--- config.mk ---
export PLATFORM = sky130hd
export DESIGN_NAME = mat_host_if
export DESIGN_NICKNAME = d
export VERILOG_FILES = /design/src/rtl/mat_host_pkg.sv /design/src/rtl/mat_result_collector.sv /design/src/rtl/mat_host_if.sv
export SDC_FILE = /design/constraint.sdc
export NUM_CORES = 1
export LEC_CHECK = 0
export ABC_AREA = 1
export CAP_MARGIN = 20
export CORE_UTILIZATION = 44
export CTS_CLUSTER_DIAMETER = 150
export DETAILED_ROUTE_END_ITERATION = 10
export GPL_ROUTABILITY_DRIVEN = 0
export MAX_ROUTING_LAYER = met4
export PLACE_DENSITY = 0.81
export SETUP_SLACK_MARGIN = 0.4
export SLEW_MARGIN = 25
export SYNTH_ARGS = -nofsm -noshare
export SYNTH_HDL_FRONTEND = slang
export SYNTH_SLANG_ARGS = --single-unit
export TNS_END_PERCENT = 30
--- constraint.sdc ---
create_clock -name CLK -period 5 [get_ports CLK]
set_clock_uncertainty 0.1 [all_clocks]
set_input_delay 1 -clock CLK [delete_from_list [all_inputs] [get_ports CLK]]
set_output_delay 1 -clock CLK [all_outputs]
set_load 0.005 [all_outputs]
--- src/rtl/mat_host_pkg.sv ---
// Shared types and constants for the matrix-multiply host driver.
//   host_state_t : driver FSM states (IDLE, LOAD, FIRE, WAIT, COLLECT, DONE)
//   DATA_W       : operand element width
//   ACC_W        : result element width
package mat_host_pkg;

   localparam int DATA_W = 8;
   localparam int ACC_W  = 16;

   typedef enum logic [2:0] {
      IDLE,
      LOAD,
      FIRE,
      WAIT,
      COLLECT,
      DONE
   } host_state_t;

endpackage

--- src/rtl/mat_result_collector.sv ---
// Result collector: captures the multiplier's result words into a packed
// M*M result vector and tracks how long it has been since the last word.
//   CLK, rst : clock, synchronous active-high reset
//   clear    : zero the result, index and silence counter for a new job
//   enable   : high while the driver is waiting for / collecting results
//   c        : result word from the multiplier
//   vld_out  : c is valid
//   full     : the last element is captured this cycle (or already held)
//   timeout  : no word arrived and the silence limit is reached this cycle
//   result   : packed result, element k at bits [16k+15:16k]
module mat_result_collector
   import mat_host_pkg::*;
#(
   parameter int M       = 3,
   parameter int TIMEOUT = 1024   // must be at least 2
) (
   input  logic                 CLK,
   input  logic                 rst,
   input  logic                 clear,
   input  logic                 enable,
   input  logic [ACC_W-1:0]     c,
   input  logic                 vld_out,
   output logic                 full,
   output logic                 timeout,
   output logic [ACC_W*M*M-1:0] result
);

   localparam int N     = M * M;
   localparam int IDX_W = $clog2(N + 1);
   localparam int AGE_W = $clog2(TIMEOUT + 1);

   localparam logic [IDX_W-1:0] IDX_LAST  = IDX_W'(N - 1);
   localparam logic [IDX_W-1:0] IDX_FULL  = IDX_W'(N);
   // age = cycles since the last word (or since the fire handshake),
   // counting the current cycle; the cycle after the event has age 1.
   localparam logic [AGE_W-1:0] AGE_START = AGE_W'(1);
   localparam logic [AGE_W-1:0] AGE_LIMIT = AGE_W'(TIMEOUT - 1);

   logic [IDX_W-1:0]         idx;
   logic [AGE_W-1:0]         age;
   logic [N-1:0][ACC_W-1:0]  words;
   logic                     accept;

   // Words past the last element are dropped.
   assign accept  = enable && vld_out && (idx != IDX_FULL);
   assign full    = (idx == IDX_FULL) || (accept && (idx == IDX_LAST));
   // A word in the expiry cycle wins over the timeout.
   assign timeout = enable && !accept && (age == AGE_LIMIT);
   assign result  = words;

   // NOTE: sequential state uses non-blocking assignments so every register
   // samples values from before the edge, independent of statement order.
   always_ff @(posedge CLK) begin
      if (rst || clear) begin
         idx   <= '0;
         age   <= AGE_START;
         words <= '0;
      end else if (accept) begin
         words[idx] <= c;
         idx        <= idx + IDX_W'(1);
         age        <= AGE_START;
      end else if (enable) begin
         age <= age + AGE_W'(1);
      end else begin
         age <= AGE_START;
      end
   end

endmodule

--- src/rtl/mat_host_if.sv ---
// Host-side driver for the serial systolic matrix multiplier. Takes two
// packed M*M byte matrices on a valid/ready handshake, streams them element
// by element onto a/b, fires the multiplier, then gathers the M*M result
// words into a packed result vector offered upstream with res_vld/res_rdy.
//   CLK, rst            : clock, synchronous active-high reset
//   start_vld/start_rdy : job handshake; mat_a/mat_b sampled on acceptance
//   mat_a, mat_b        : packed operands, element k at bits [8k+7:8k]
//   result, err         : packed product and timeout flag, valid with res_vld
//   res_vld/res_rdy     : result handshake
//   a, b, vld_in        : operand stream to the multiplier (vld_in=1 fires)
//   rdy_in              : multiplier accepted the fire
//   c, vld_out, rdy_out : result stream from the multiplier
module mat_host_if
   import mat_host_pkg::*;
#(
   parameter int M       = 3,
   parameter int TIMEOUT = 1024
) (
   input  logic                  CLK,
   input  logic                  rst,
   input  logic                  start_vld,
   output logic                  start_rdy,
   input  logic [DATA_W*M*M-1:0] mat_a,
   input  logic [DATA_W*M*M-1:0] mat_b,
   output logic [ACC_W*M*M-1:0]  result,
   output logic                  res_vld,
   input  logic                  res_rdy,
   output logic                  err,
   output logic [DATA_W-1:0]     a,
   output logic [DATA_W-1:0]     b,
   output logic                  vld_in,
   input  logic                  rdy_in,
   input  logic [ACC_W-1:0]      c,
   input  logic                  vld_out,
   output logic                  rdy_out
);

   localparam int N   = M * M;
   localparam int K_W = $clog2(N + 1);
   localparam logic [K_W-1:0] K_LAST = K_W'(N - 1);

   host_state_t             state, state_next;
   logic [K_W-1:0]          k, k_next;
   logic [DATA_W-1:0]       a_next, b_next;
   logic                    vld_in_next, rdy_out_next, res_vld_next, err_next;
   logic                    clear, load_sh, shift_sh;
   logic                    enable, full, timeout;
   // Elements still to be sent; element 0 leaves through a/b directly.
   logic [DATA_W*N-1:0]     sh_a, sh_b;

   assign start_rdy = (state == IDLE);
   assign enable    = (state == WAIT) || (state == COLLECT);

   mat_result_collector #(
      .M       (M),
      .TIMEOUT (TIMEOUT)
   ) u_collector (
      .CLK     (CLK),
      .rst     (rst),
      .clear   (clear),
      .enable  (enable),
      .c       (c),
      .vld_out (vld_out),
      .full    (full),
      .timeout (timeout),
      .result  (result)
   );

   // Outputs are computed one cycle ahead so they can all be registered.
   // NOTE: every signal written here gets a default first, so no path through
   // the case leaves a value unassigned and no latch is inferred.
   always_comb begin
      state_next   = state;
      k_next       = k;
      a_next       = '0;
      b_next       = '0;
      vld_in_next  = 1'b0;
      rdy_out_next = 1'b0;
      res_vld_next = 1'b0;
      err_next     = err;
      clear        = 1'b0;
      load_sh      = 1'b0;
      shift_sh     = 1'b0;
      case (state)
         IDLE: begin
            if (start_vld) begin
               clear      = 1'b1;
               load_sh    = 1'b1;
               err_next   = 1'b0;
               k_next     = '0;
               a_next     = mat_a[DATA_W-1:0];
               b_next     = mat_b[DATA_W-1:0];
               state_next = LOAD;
            end
         end
         LOAD: begin
            // k is the element currently on a/b.
            if (k == K_LAST) begin
               vld_in_next = 1'b1;
               state_next  = FIRE;
            end else begin
               a_next   = sh_a[DATA_W-1:0];
               b_next   = sh_b[DATA_W-1:0];
               shift_sh = 1'b1;
               k_next   = k + K_W'(1);
            end
         end
         FIRE: begin
            if (rdy_in) begin
               rdy_out_next = 1'b1;
               state_next   = WAIT;
            end else begin
               vld_in_next = 1'b1;
            end
         end
         WAIT, COLLECT: begin
            if (full) begin
               res_vld_next = 1'b1;
               state_next   = DONE;
            end else if (timeout) begin
               err_next     = 1'b1;
               res_vld_next = 1'b1;
               state_next   = DONE;
            end else begin
               rdy_out_next = 1'b1;
               if (vld_out) state_next = COLLECT;
            end
         end
         DONE: begin
            if (res_rdy) state_next = IDLE;
            else         res_vld_next = 1'b1;
         end
         default: state_next = IDLE;
      endcase
   end

   always_ff @(posedge CLK) begin
      if (rst) begin
         state   <= IDLE;
         k       <= '0;
         a       <= '0;
         b       <= '0;
         vld_in  <= 1'b0;
         rdy_out <= 1'b0;
         res_vld <= 1'b0;
         err     <= 1'b0;
      end else begin
         state   <= state_next;
         k       <= k_next;
         a       <= a_next;
         b       <= b_next;
         vld_in  <= vld_in_next;
         rdy_out <= rdy_out_next;
         res_vld <= res_vld_next;
         err     <= err_next;
      end
   end

   // NOTE: the operand shifter has no reset; it is always loaded on job
   // acceptance before any of its contents reach a/b.
   always_ff @(posedge CLK) begin
      if (load_sh) begin
         sh_a <= mat_a >> DATA_W;
         sh_b <= mat_b >> DATA_W;
      end else if (shift_sh) begin
         sh_a <= sh_a >> DATA_W;
         sh_b <= sh_b >> DATA_W;
      end
   end

endmodule
; Yosys cells after proc, flatten, opt, wreduce, memory -nomap -nowiden
; Cells that the tools add are included.
[word_totals]
register_bits = 314
inputBits = 166
output_inout_bits = 165
elab_cells = 107
[op_classes]
n_addsub = 3
order_cmp = 2
eq_ne = 18
muxes = 43
bitwise = 1
n_reduce_logical = 19
[ops]
columns = cell, count
row1 = 64-bit two-way mux, 4
row2 = 144-bit bitwise mux, 1
row3 = 16-bit demux with 4-bit select, 1
row4 = 8-bit two-way mux, 4
row5 = 8-bit one-hot mux with 2 select lines, 2
row6 = 3-bit two-way mux, 7
row7 = 16-bit two-way mux, 1
row8 = 1-bit two-way mux, 15
row9 = 3-bit one-hot mux with 5 select lines, 1
row10 = "2-bit inequality test, second input constant", 7
row11 = "4-bit == test, second input constant", 3
row12 = "11-bit by 1-bit adder with 11-bit output, second input constant", 1
row13 = "11-bit by 10-bit == test with 1-bit output, second input constant", 1
row14 = "4-bit by 1-bit adder with 4-bit output, second input constant", 2
row15 = 4-bit two-way mux, 2
row16 = "4-bit inequality test, second input constant", 2
row17 = 1-bit one-hot mux with 2 select lines, 4
row18 = 4-bit one-hot mux with 2 select lines, 1
row19 = "3-bit by 2-bit == test with 1-bit output, second input constant", 2
row20 = "3-bit == test, second input constant", 2
row21 = 1-bit logical AND, 6
row22 = 2-bit nonzero test, 3
row23 = "4-bit by 5-bit less-than comparator with 1-bit output, second input constant", 1
row24 = 5-bit AND reduction, 1
row25 = other kinds (10), 12

; Depth between registers and ports, before layout
; Gate-level depths: netlist of run 1.
[depth]
depth_word = 10
mapped_depth = 13
ltp_nobuf = 12

; Modules after synthesis
; A second synthesis of run 1 with hierarchy kept.
[hier_totals]
cells_unflattened = 1736
hier_area_um2 = 13738.2
[modules_own_cells]
columns = mod, instances, cells_per_inst, area_each_um2, seq_area_each_um2
row1 = mat_result_collector, 1, 1045, 7135.6, 3183.1
row2 = mat_host_if, 1, 691, 6602.6, 4384.2

; Least setup slack after synthesis of run 1
; OpenSTA, ideal clock, no wires.
[synth_path]
kind = flip-flop to flip-flop
start = register k[0]
end = register k[3]
setup_ps = 136
arrival_time_ps = 4569
required_ps = 4764
setup_slack_ps = 194
stages_incl_launch_ff = 11
n_path_buf = 0
period_less_slack_ps = 4806
cell_sequence = dfxtp_1 inv_1 ha_1 nand2_1 nor2_1 nor2_1 inv_1 nand2_1 nand4_1 o21ai_0 a21oi_1
[synth_between]
elab_chain_len = 3
elab_cells_between_ends = 6
classes_between = 1 x add/sub / 2 x eq/ne / 2 x mux / 1 x reduce/logical
[synth_lines]
columns = element, line_no
row1 = "start, declared", mat_host_if.sv:43  ; logic [K_W-1:0] k, k_next;
row2 = "start signal, assigned", mat_host_if.sv:149  ; k <= k_next;
row3 = 4-bit by 1-bit adder with 4-bit output or 4-bit == test (tied branches), "mat_host_if.sv:105, mat_host_if.sv:98"
row4 = 4-bit two-way mux or 2-bit inequality test (tied branches), --
row5 = 4-bit one-hot mux with 2 select lines or 3-bit AND reduction (tied branches), --
; Several ways; a longest one is shown, not always the timed one. The select of a mux whose other input is x is not followed.
; A chain may end at the register's enable or synchronous reset.

; Worst setup path after layout of run 1
[layout_path]
start = register state[0]
end = output port start_rdy
[layout_between]
elab_chain_len = 1
[layout_lines]
columns = element, line_no
row1 = "start, declared", mat_host_if.sv:42  ; host_state_t state, state_next;
row2 = "start signal, assigned", mat_host_if.sv:148  ; state <= state_next;
row3 = 3-bit zero test, mat_host_if.sv:51  ; assign start_rdy = (state == IDLE);
row4 = "end, declared", mat_host_if.sv:22  ; output logic start_rdy,
; Every way passes these cells.

==> results of run 1 <==
==> kinds of logic (layout without fill, tap and decap cells) <==
logic type	count (synthesis)	count (layout)	synth area share, %
fa+ha+maj	7	7	0.712
buf+inv	146	458	4.91
other cells	0	2	0
compound gates	186	186	7.67
simple gates	771	771	24.8
flops	314	314	61.5
xor+xnor	6	6	0.427
==> how the worst max path moves through the flow <==
stage                               start                 end  slack [ns]
finish              state[0]$_SDFFE_PP0P_           start_rdy        1.97
detailed placement              start_vld  sh_b[10]$_DFFE_PP_        1.71
global route        state[0]$_SDFFE_PP0P_           start_rdy        1.81
CTS                 state[0]$_SDFFE_PP0P_           start_rdy        1.95
global placement                start_vld   sh_a[0]$_DFFE_PP_        1.72
floorplan               k[0]$_SDFFE_PP0P_   k[3]$_SDFFE_PP0P_        1.53
==> metal layers <==
| metal | global-route usage, % | part of all wire (%) | up-vias |
|---|---|---|---|
| met5 | - | 0 | - |
| met4 | 11.0 | 4.8 | 0 |
| met3 | 5.46 | 7.1 | 114 |
| met2 | 36.9 | 48 | 368 |
| met1 | 27.3 | 40 | 4708 |
| li1 | - | - | 5135 |
==> final cells by class <==
class	count	area (sq um)	area share (%)
multi-input combinational	970	4150	24.5
tap	372	465	2.75
antenna	2	5.00	0.0296
timing repair buffer	337	3380	20.0
sequential	314	7570	44.7
clock buffer	49	1010	5.96
clock inverter	10	103	0.606
inverter	62	235	1.39
==> power by group through the flow <==
stage	sequential [mW]	clock, mW	combinational, mW
3_3_place_gp	3.93	0	2.04
2_1_floorplan	3.93	0	1.44
5_1_grt	3.97	2.62	2.37
3_5_place_dp	3.95	0	2.10
6_report	3.90	2.47	2.08
4_1_cts	3.90	2.51	2.11
==> cell usage after synthesis <==
library cell and n:
sky130_fd_sc_hd__a211oi_1 2, sky130_fd_sc_hd__a21oi_1 28, sky130_fd_sc_hd__a31oi_1 1, sky130_fd_sc_hd__buf_1 16
sky130_fd_sc_hd__buf_2 26, sky130_fd_sc_hd__buf_6 3, sky130_fd_sc_hd__clkbuf_1 38, sky130_fd_sc_hd__clkbuf_2 1
sky130_fd_sc_hd__dfxtp_1 186, sky130_fd_sc_hd__edfxtp_1 128, sky130_fd_sc_hd__ha_1 7, sky130_fd_sc_hd__inv_1 51
sky130_fd_sc_hd__inv_2 11, sky130_fd_sc_hd__nand2_1 406, sky130_fd_sc_hd__nand2_2 3, sky130_fd_sc_hd__nand3_1 7
sky130_fd_sc_hd__nand3_2 1, sky130_fd_sc_hd__nand4_1 6, sky130_fd_sc_hd__nor2_1 331, sky130_fd_sc_hd__nor2_4 1
sky130_fd_sc_hd__nor3_1 7, sky130_fd_sc_hd__nor3_2 1, sky130_fd_sc_hd__nor3_4 7, sky130_fd_sc_hd__o211ai_1 1
sky130_fd_sc_hd__o21ai_0 143, sky130_fd_sc_hd__o21ai_1 10, sky130_fd_sc_hd__o21ai_2 1, sky130_fd_sc_hd__or2_2 1
sky130_fd_sc_hd__xnor2_1 1, sky130_fd_sc_hd__xor2_1 5
==> sequential cells by signal, summed over array words and instances, names as in the netlist <==
register,cells
err,1
u_collector.idx,4
rdy_out,1
state,3
vld_in,1
sh_b,64
u_collector.age,11
u_collector.result,144
a,8
sh_a,64
k,4
res_vld,1
b,8
==> stage by stage <==
stage,total power [mW],cell area [sq um],hold slack [ns],instances
floorplan,5.37,12300,0.283,1430
global placement,5.98,15800,0.298,2055
detailed placement,6.05,15800,0.310,2055
CTS,8.52,16900,0.326,2114
global route,8.95,16900,0.343,2116
finish,8.45,16900,0.320,2116
==> tab_implementation.tex, run 1 <==
\begin{tabular}{lr}
\hline
Metric & Value \\
\hline
\multicolumn{2}{l}{\textbf{Global route}} \\
Largest net degree at the start of global routing & between 100 and 150 \\
Wire length of the first global-routing pass & a little over 50 mm \\
Combined global-route utilization of all metal layers & between 20\% and 30\% \\
Via count of the first global-routing pass & about 10,000 \\
Global-route congestion overflow total & 0 \\
Antenna violations before repair & 2 \\
\multicolumn{2}{l}{\textbf{Power and ir drop}} \\
Peak VDD IR & $\sim$0.34 mV \\
Switching Power & about 2.6 mW \\
Part of the power in registers & between 40\% and 50\% \\
Power per standard cell area & roughly 500 nW/um\^{}2 \\
Part of the power in the clock network & roughly 29\% \\
Net switching share of the total power & $\sim$30\% \\
Combinational Power Share & 24.6\% \\
Cell-internal power & 5.90 mW \\
Total leakage power & approximately 7 nW \\
\multicolumn{2}{l}{\textbf{Worst setup path}} \\
Arrival time at the worst endpoint & 1.93 ns \\
Buffers \& Inverters on Critical Path & 1 \\
Critical-path cell list & nor3\_1 > clkdlybuf4s50\_1 \\
Worst reg2reg path depth & 4 \\
Capturing element type of the critical path & primary output \\
Crit-path max FO & 9 \\
Worst path max stage delay & 0.60 ns \\
Reg-to-Reg End & sh\_b[9]\$\_DFFE\_PP\_ \\
Standard cell with the maximum stage delay on the critical path & sky130\_fd\_sc\_hd\_\_clkdlybuf4s50\_1 \\
Worst reg2reg startpoint & state[0]\$\_SDFFE\_PP0P\_ \\
Setup slack of the most critical reg-to-reg path & around 2.3 ns \\
Launching element type of the critical path & register \\
Logic depth of the worst path, buffers included & 2 \\
CP required & 3.90 ns \\
CP top delay family & buffers and inverters \\
Critical setup path kind & register to primary output \\
\multicolumn{2}{l}{\textbf{Layout}} \\
Core Util, Final & between 60 and 70\% \\
Most common cell after layout, fill and taps aside & sky130\_fd\_sc\_hd\_\_nand2\_1 \\
Fill cells & between 2,000 and 2,500 \\
Layout Area Growth over Synthesis & 37.6\% \\
Fraction of layout cells with a size suffix above 1 & under 10\% \\
Nets & roughly 1,900 \\
Most frequent cells in the layout & sky130\_fd\_sc\_hd\_\_nand2\_1 (404), sky130\_fd\_sc\_hd\_\_nor2\_1 (331), sky130\_fd\_sc\_hd\_\_clkdlybuf4s50\_1 (330) \\
\multicolumn{2}{l}{\textbf{Clock network}} \\
Root Driver & sky130\_fd\_sc\_hd\_\_clkbuf\_16 \\
CTS resizes & 0 \\
Total setup buffers inserted after CTS & 0 \\
Clock latency reported for the late side of the worst-skew pair & between 0.5 and 0.6 ns \\
Sink count of the clock tree & 314 \\
Total CTS buffers & 34 \\
Longest Clk Path Bufs & 3 \\
Hold\_buf cts & 0 \\
Clock edge transition at the registers on the reported setup and hold paths & roughly 0.060 ns \\
H-tree depth reported by CTS & 2 \\
Clock tree from TritonCTS & done \\
\multicolumn{2}{l}{\textbf{Min path}} \\
Hold Crit Depth & 1 \\
HP Class & register to register \\
Hold worst-path end & u\_collector.age[0]\$\_SDFF\_PP1\_ \\
Worst hold path startpoint & u\_collector.age[0]\$\_SDFF\_PP1\_ \\
\multicolumn{2}{l}{\textbf{Flow run}} \\
Number of violations of the max-capacitance limit & 0 \\
\multicolumn{2}{l}{\textbf{Synth}} \\
Yosys Warn Count & 0 \\
Number of synthesized register bits & 314 \\
Syn nets & between 1,500 and 2,000 \\
Cell types with the largest area share after synthesis & sky130\_fd\_sc\_hd\_\_edfxtp\_1 (31\%), sky130\_fd\_sc\_hd\_\_dfxtp\_1 (30\%), sky130\_fd\_sc\_hd\_\_nand2\_1 (12\%) \\
Seq/Total Area, Yosys & roughly three fifths \\
Cell area after synthesis & roughly 12,000 sq um \\
Post-synthesis cell type count & 30 \\
Average footprint of a synthesized cell & 8.60 sq um \\
Count of mapped cells out of synthesis & about 1,400 \\
Top-area cell type share of the netlist area & between 30\% and 40\% \\
Cell accounting for the most synthesized area & sky130\_fd\_sc\_hd\_\_edfxtp\_1 \\
\multicolumn{2}{l}{\textbf{Floorplanning}} \\
Core area & 27,200 sq um \\
Floorplan die width & between 150 and 200 um \\
Number of ports placed on the die boundary & $\sim$330 \\
Vertical die dimension & approximately 170 um \\
Number of cell rows & 60 \\
Overall die area & 28,600 sq um \\
Starting density of the core & roughly 45\% \\
\multicolumn{2}{l}{\textbf{Drt}} \\
Remaining design rule violation count & 0 \\
Total Wirelength & about 32 mm \\
Count of routing violations after the opening detailed-route iteration & approximately 830 \\
Router iterations before antenna repair & 5 \\
Total via count in the routed design & 10,300 \\
Post-detailed-route wirelength per cell & 15.4 um \\
Via count normalized by instance count & 4.88 \\
Detail Route Antenna Nets & 0 \\
\multicolumn{2}{l}{\textbf{STA}} \\
Post-route fraction of the period consumed by the critical path & between 60\% and 70\% \\
Achievable frequency & 0.330 GHz \\
Setup Viol. Count Final & 0 \\
Shortest period the worst path allows & about 3.0 ns \\
Slack of the critical path & just under 2 ns \\
Slew of the pin with the lowest slew margin & 0.939 ns \\
Max-slew violation total from the final report & 0 \\
RSZ-0062 raised after global routing & false \\
Worst slew slack as a fraction of its limit & around 37\% \\
Setup\_tns & 0 ns \\
Number of hold violations in the final report & 0 \\
\multicolumn{2}{l}{\textbf{Placed design}} \\
I/O Buffers & 330 \\
HPWL after detailed placement & around 22 mm \\
Post-placement setup slack & approximately 1.7 ns \\
\multicolumn{2}{l}{\textbf{Run status}} \\
Run status & completed \\
\hline
\end{tabular}
Note: power is estimated with default switching activity, not from simulation.
==> run 2: changes to the inputs <==
--- a/config.mk
+++ b/config.mk
@@ -7,12 +7,12 @@
 export LEC_CHECK = 0
 export ABC_AREA = 1
 export CAP_MARGIN = 20
-export CORE_UTILIZATION = 44
+export CORE_UTILIZATION = 47
 export CTS_CLUSTER_DIAMETER = 150
 export DETAILED_ROUTE_END_ITERATION = 10
 export GPL_ROUTABILITY_DRIVEN = 0
 export MAX_ROUTING_LAYER = met4
-export PLACE_DENSITY = 0.81
+export PLACE_DENSITY = 0.82
 export SETUP_SLACK_MARGIN = 0.4
 export SLEW_MARGIN = 25
 export SYNTH_ARGS = -nofsm -noshare
==> constraint.sdc (replaced) <==
create_clock -name CLK -period 2.95 [get_ports CLK]
set_clock_uncertainty 0.1 [all_clocks]
set_input_delay 0.59 -clock CLK [delete_from_list [all_inputs] [get_ports CLK]]
set_output_delay 0.59 -clock CLK [all_outputs]
set_load 0.005 [all_outputs]
==> tab_implementation.tex, run 2 (synthesis gave the netlist of run 1 again) <==
\begin{tabular}{lr}
\hline
Metric & Value \\
\hline
\multicolumn{2}{l}{\textbf{Run status}} \\
Run status & completed \\
\multicolumn{2}{l}{\textbf{Clock network}} \\
Clock edge transition at the registers on the reported setup and hold paths & 0.06 ns (about the same) \\
Clock latency reported for the late side of the worst-skew pair & 0.51 ns (about the same) \\
Sink count of the clock tree & 314 (unchanged) \\
Root Driver & sky130\_fd\_sc\_hd\_\_clkbuf\_16 \\
Total setup buffers inserted after CTS & 0 (unchanged) \\
Hold\_buf cts & 0 (unchanged) \\
Clock tree from TritonCTS & done \\
Total CTS buffers & 34 (unchanged) \\
Longest Clk Path Bufs & 3 (unchanged) \\
H-tree depth reported by CTS & 2 (unchanged) \\
CTS resizes & 1 (+1) \\
\multicolumn{2}{l}{\textbf{Layout}} \\
Most common cell after layout, fill and taps aside & sky130\_fd\_sc\_hd\_\_nand2\_1 \\
Number of flip-flops under the largest register name & 144 (unchanged) \\
Nets & 1,904 (+0.63\%) \\
Most frequent cells in the layout & sky130\_fd\_sc\_hd\_\_nand2\_1 (404), sky130\_fd\_sc\_hd\_\_nor2\_1 (331), sky130\_fd\_sc\_hd\_\_clkdlybuf4s50\_1 (330) \\
Layout Area Growth over Synthesis & 38.5\% \\
Fraction of layout cells with a size suffix above 1 & 5.53\% (+0.53 points) \\
\multicolumn{2}{l}{\textbf{Power and ir drop}} \\
Power per standard cell area & 855 nW/um\^{}2 (+71\%) \\
Part of the power in registers & 45.3\% (-0.8 points) \\
Cell-internal power & 10.1 mW (+71\%) \\
Net switching share of the total power & 31.0\% (+0.75 points) \\
Peak VDD IR & 0.634 mV (+84\%) \\
Switching Power & 4.51 mW (+77\%) \\
Total leakage power & 7.11 nW (+1.1\%) \\
Combinational Power Share & 26.5\% (+1.9 points) \\
Part of the power in the clock network & 28.2\% (-1.1 points) \\
\multicolumn{2}{l}{\textbf{Drt}} \\
Total Wirelength & 33.9 mm (+4.4\%) \\
Count of routing violations after the opening detailed-route iteration & 910 (+10\%) \\
Post-detailed-route wirelength per cell & 16.2 um (+5.6\%) \\
Total via count in the routed design & 10,600 (+2.7\%) \\
Router iterations before antenna repair & 7 (+2) \\
Remaining design rule violation count & 0 (unchanged) \\
Detail Route Antenna Nets & 0 (unchanged) \\
Via count normalized by instance count & 5.07 (+3.9\%) \\
\multicolumn{2}{l}{\textbf{STA}} \\
Post-route fraction of the period consumed by the critical path & 82.5\% \\
RSZ-0062 raised after global routing & false \\
Achievable frequency & roughly 0.41 GHz \\
Setup Viol. Count Final & 0 (unchanged) \\
Number of hold violations in the final report & 0 (unchanged) \\
Max-slew violation total from the final report & 0 (unchanged) \\
Slack of the critical path & 0.517 ns (-1.45 ns) \\
Worst slew slack as a fraction of its limit & 52.7\% (+15 points) \\
Setup\_tns & 0 ns (unchanged) \\
Slew of the pin with the lowest slew margin & 0.707 ns (-0.232 ns) \\
Shortest period the worst path allows & 2.43 ns \\
\multicolumn{2}{l}{\textbf{Worst setup path}} \\
Standard cell with the maximum stage delay on the critical path & sky130\_fd\_sc\_hd\_\_clkdlybuf4s50\_1 \\
Capturing element type of the critical path & primary output \\
Buffers \& Inverters on Critical Path & 1 (unchanged) \\
Logic depth of the worst path, buffers included & 2 (unchanged) \\
Worst reg2reg path depth & 11 (+7) \\
Crit-path max FO & 7 (-2) \\
Critical-path cell list & nor3\_4 > clkdlybuf4s50\_1 \\
Arrival time at the worst endpoint & 1.74 ns (-0.19 ns) \\
Worst path max stage delay & 0.54 ns (-0.06 ns) \\
Critical setup path kind & register to primary output \\
CP top delay family & buffers and inverters \\
Launching element type of the critical path & register \\
CP required & 2.26 ns (-1.64 ns) \\
\multicolumn{2}{l}{\textbf{Global route}} \\
Global-route congestion overflow total & 0 (unchanged) \\
Combined global-route utilization of all metal layers & 25.9\% (+2.9 points) \\
Largest net degree at the start of global routing & 115 (-23\%) \\
Via count of the first global-routing pass & 10,100 (+4.0\%) \\
Wire length of the first global-routing pass & 52.5 mm (+4.4\%) \\
Antenna violations before repair & 2 (unchanged) \\
\multicolumn{2}{l}{\textbf{Flow run}} \\
Number of violations of the max-capacitance limit & 0 (unchanged) \\
\multicolumn{2}{l}{\textbf{Floorplanning}} \\
Starting density of the core & 48.4\% (+3.2 points) \\
Core area & 25,400 sq um (-6.5\%) \\
Number of cell rows & 58 (-3.3\%) \\
Number of ports placed on the die boundary & 331 (unchanged) \\
Vertical die dimension & 164 um (-3.2\%) \\
Overall die area & 26,800 sq um (-6.3\%) \\
Floorplan die width & 164 um (-3.2\%) \\
\multicolumn{2}{l}{\textbf{Min path}} \\
HP Class & register to register \\
Hold Crit Depth & 1 (unchanged) \\
\multicolumn{2}{l}{\textbf{Placed design}} \\
I/O Buffers & 330 (unchanged) \\
HPWL after detailed placement & 23.5 mm (+6.4\%) \\
Post-placement setup slack & 0.350 ns (-1.36 ns) \\
\hline
\end{tabular}
==> run 2: changes by cell type in the layout (fill, tap and decap cells not counted), sizes merged <==
cell,previous run,this run
clkinv,6,9
bufinv,2,1
buf,7,19
clkinvlp,1,0
diode,2,7
inv,63,62
clkbuf,49,50
==> run 2: power groups by stage <==
stage                     clock [mW]  combinational [mW]  sequential (mW)
after floorplan                    0                2.47             6.59
after global placement             0                3.71             6.62
after detailed placement           0                3.86             6.68
after CTS                       4.16                3.89             6.60
after global routing            4.34                4.38             6.71
final                           4.11                3.86             6.60
==> run 2: metal layers <==
metal  GRT usage [%]  part of all wire (%)  vias up  wire (um)
met5               -                     0        -          0
met4            12.4                   3.7        0       1260
li1                -                     -     5168          -
met1            31.6                    40     4919      13400
met2            41.2                    49      426      16700
met3            5.40                   7.6       90       2560
==> run 2: final timing paths <==
path                                                 startpoint                              endpoint  slack, ns
worst max-delay path                      state[2]$_SDFFE_PP0P_                             start_rdy       0.52
worst min-delay path              u_collector.age[0]$_SDFF_PP1_         u_collector.age[0]$_SDFF_PP1_       0.33
worst max register to register  u_collector.idx[1]$_SDFFE_PP0P_  u_collector.result[118]$_SDFFE_PP0P_       0.64
worst min register to register    u_collector.age[0]$_SDFF_PP1_         u_collector.age[0]$_SDFF_PP1_       0.33
==> run 2: cell type report <==
| cell class | count | area, sq um |
|---|---|---|
| diodes | 7 | 17.5 |
| clock buffers | 50 | 1000 |
| clock inverters | 10 | 71.3 |
| fillers | 1970 | 8370 |
| inverters | 62 | 235 |
| multi-input cells | 970 | 4160 |
| flip-flops and latches | 314 | 7570 |
| well taps | 330 | 413 |
| repair buffers | 349 | 3560 |
==> run 2: worst reg2reg max path: stages, from the launching register on <==
cell and delay, ns:
sky130_fd_sc_hd__dfxtp_1 0.39, sky130_fd_sc_hd__inv_1 0.10, sky130_fd_sc_hd__ha_1 0.22, sky130_fd_sc_hd__nand3_2 0.13
sky130_fd_sc_hd__nand2_2 0.09, sky130_fd_sc_hd__nor2_4 0.14, sky130_fd_sc_hd__inv_2 0.17, sky130_fd_sc_hd__nor3_4 0.21
sky130_fd_sc_hd__nand2_2 0.23, sky130_fd_sc_hd__inv_2 0.30, sky130_fd_sc_hd__nor2_1 0.07, sky130_fd_sc_hd__nor2_1 0.10
==> run 2: through the flow <==
stage	cell area, sq um	hold WS, ns	util, %	instances	power [mW]
final	17000	0.328	67.0	2092	14.6
after global routing	17000	0.356	67.0	2087	15.4
after CTS	17000	0.331	67.0	2085	14.6
after detailed placement	15900	0.315	62.7	2025	10.5
after global placement	15900	0.309	62.7	2025	10.3
after floorplan	12300	0.283	-	1430	9.06
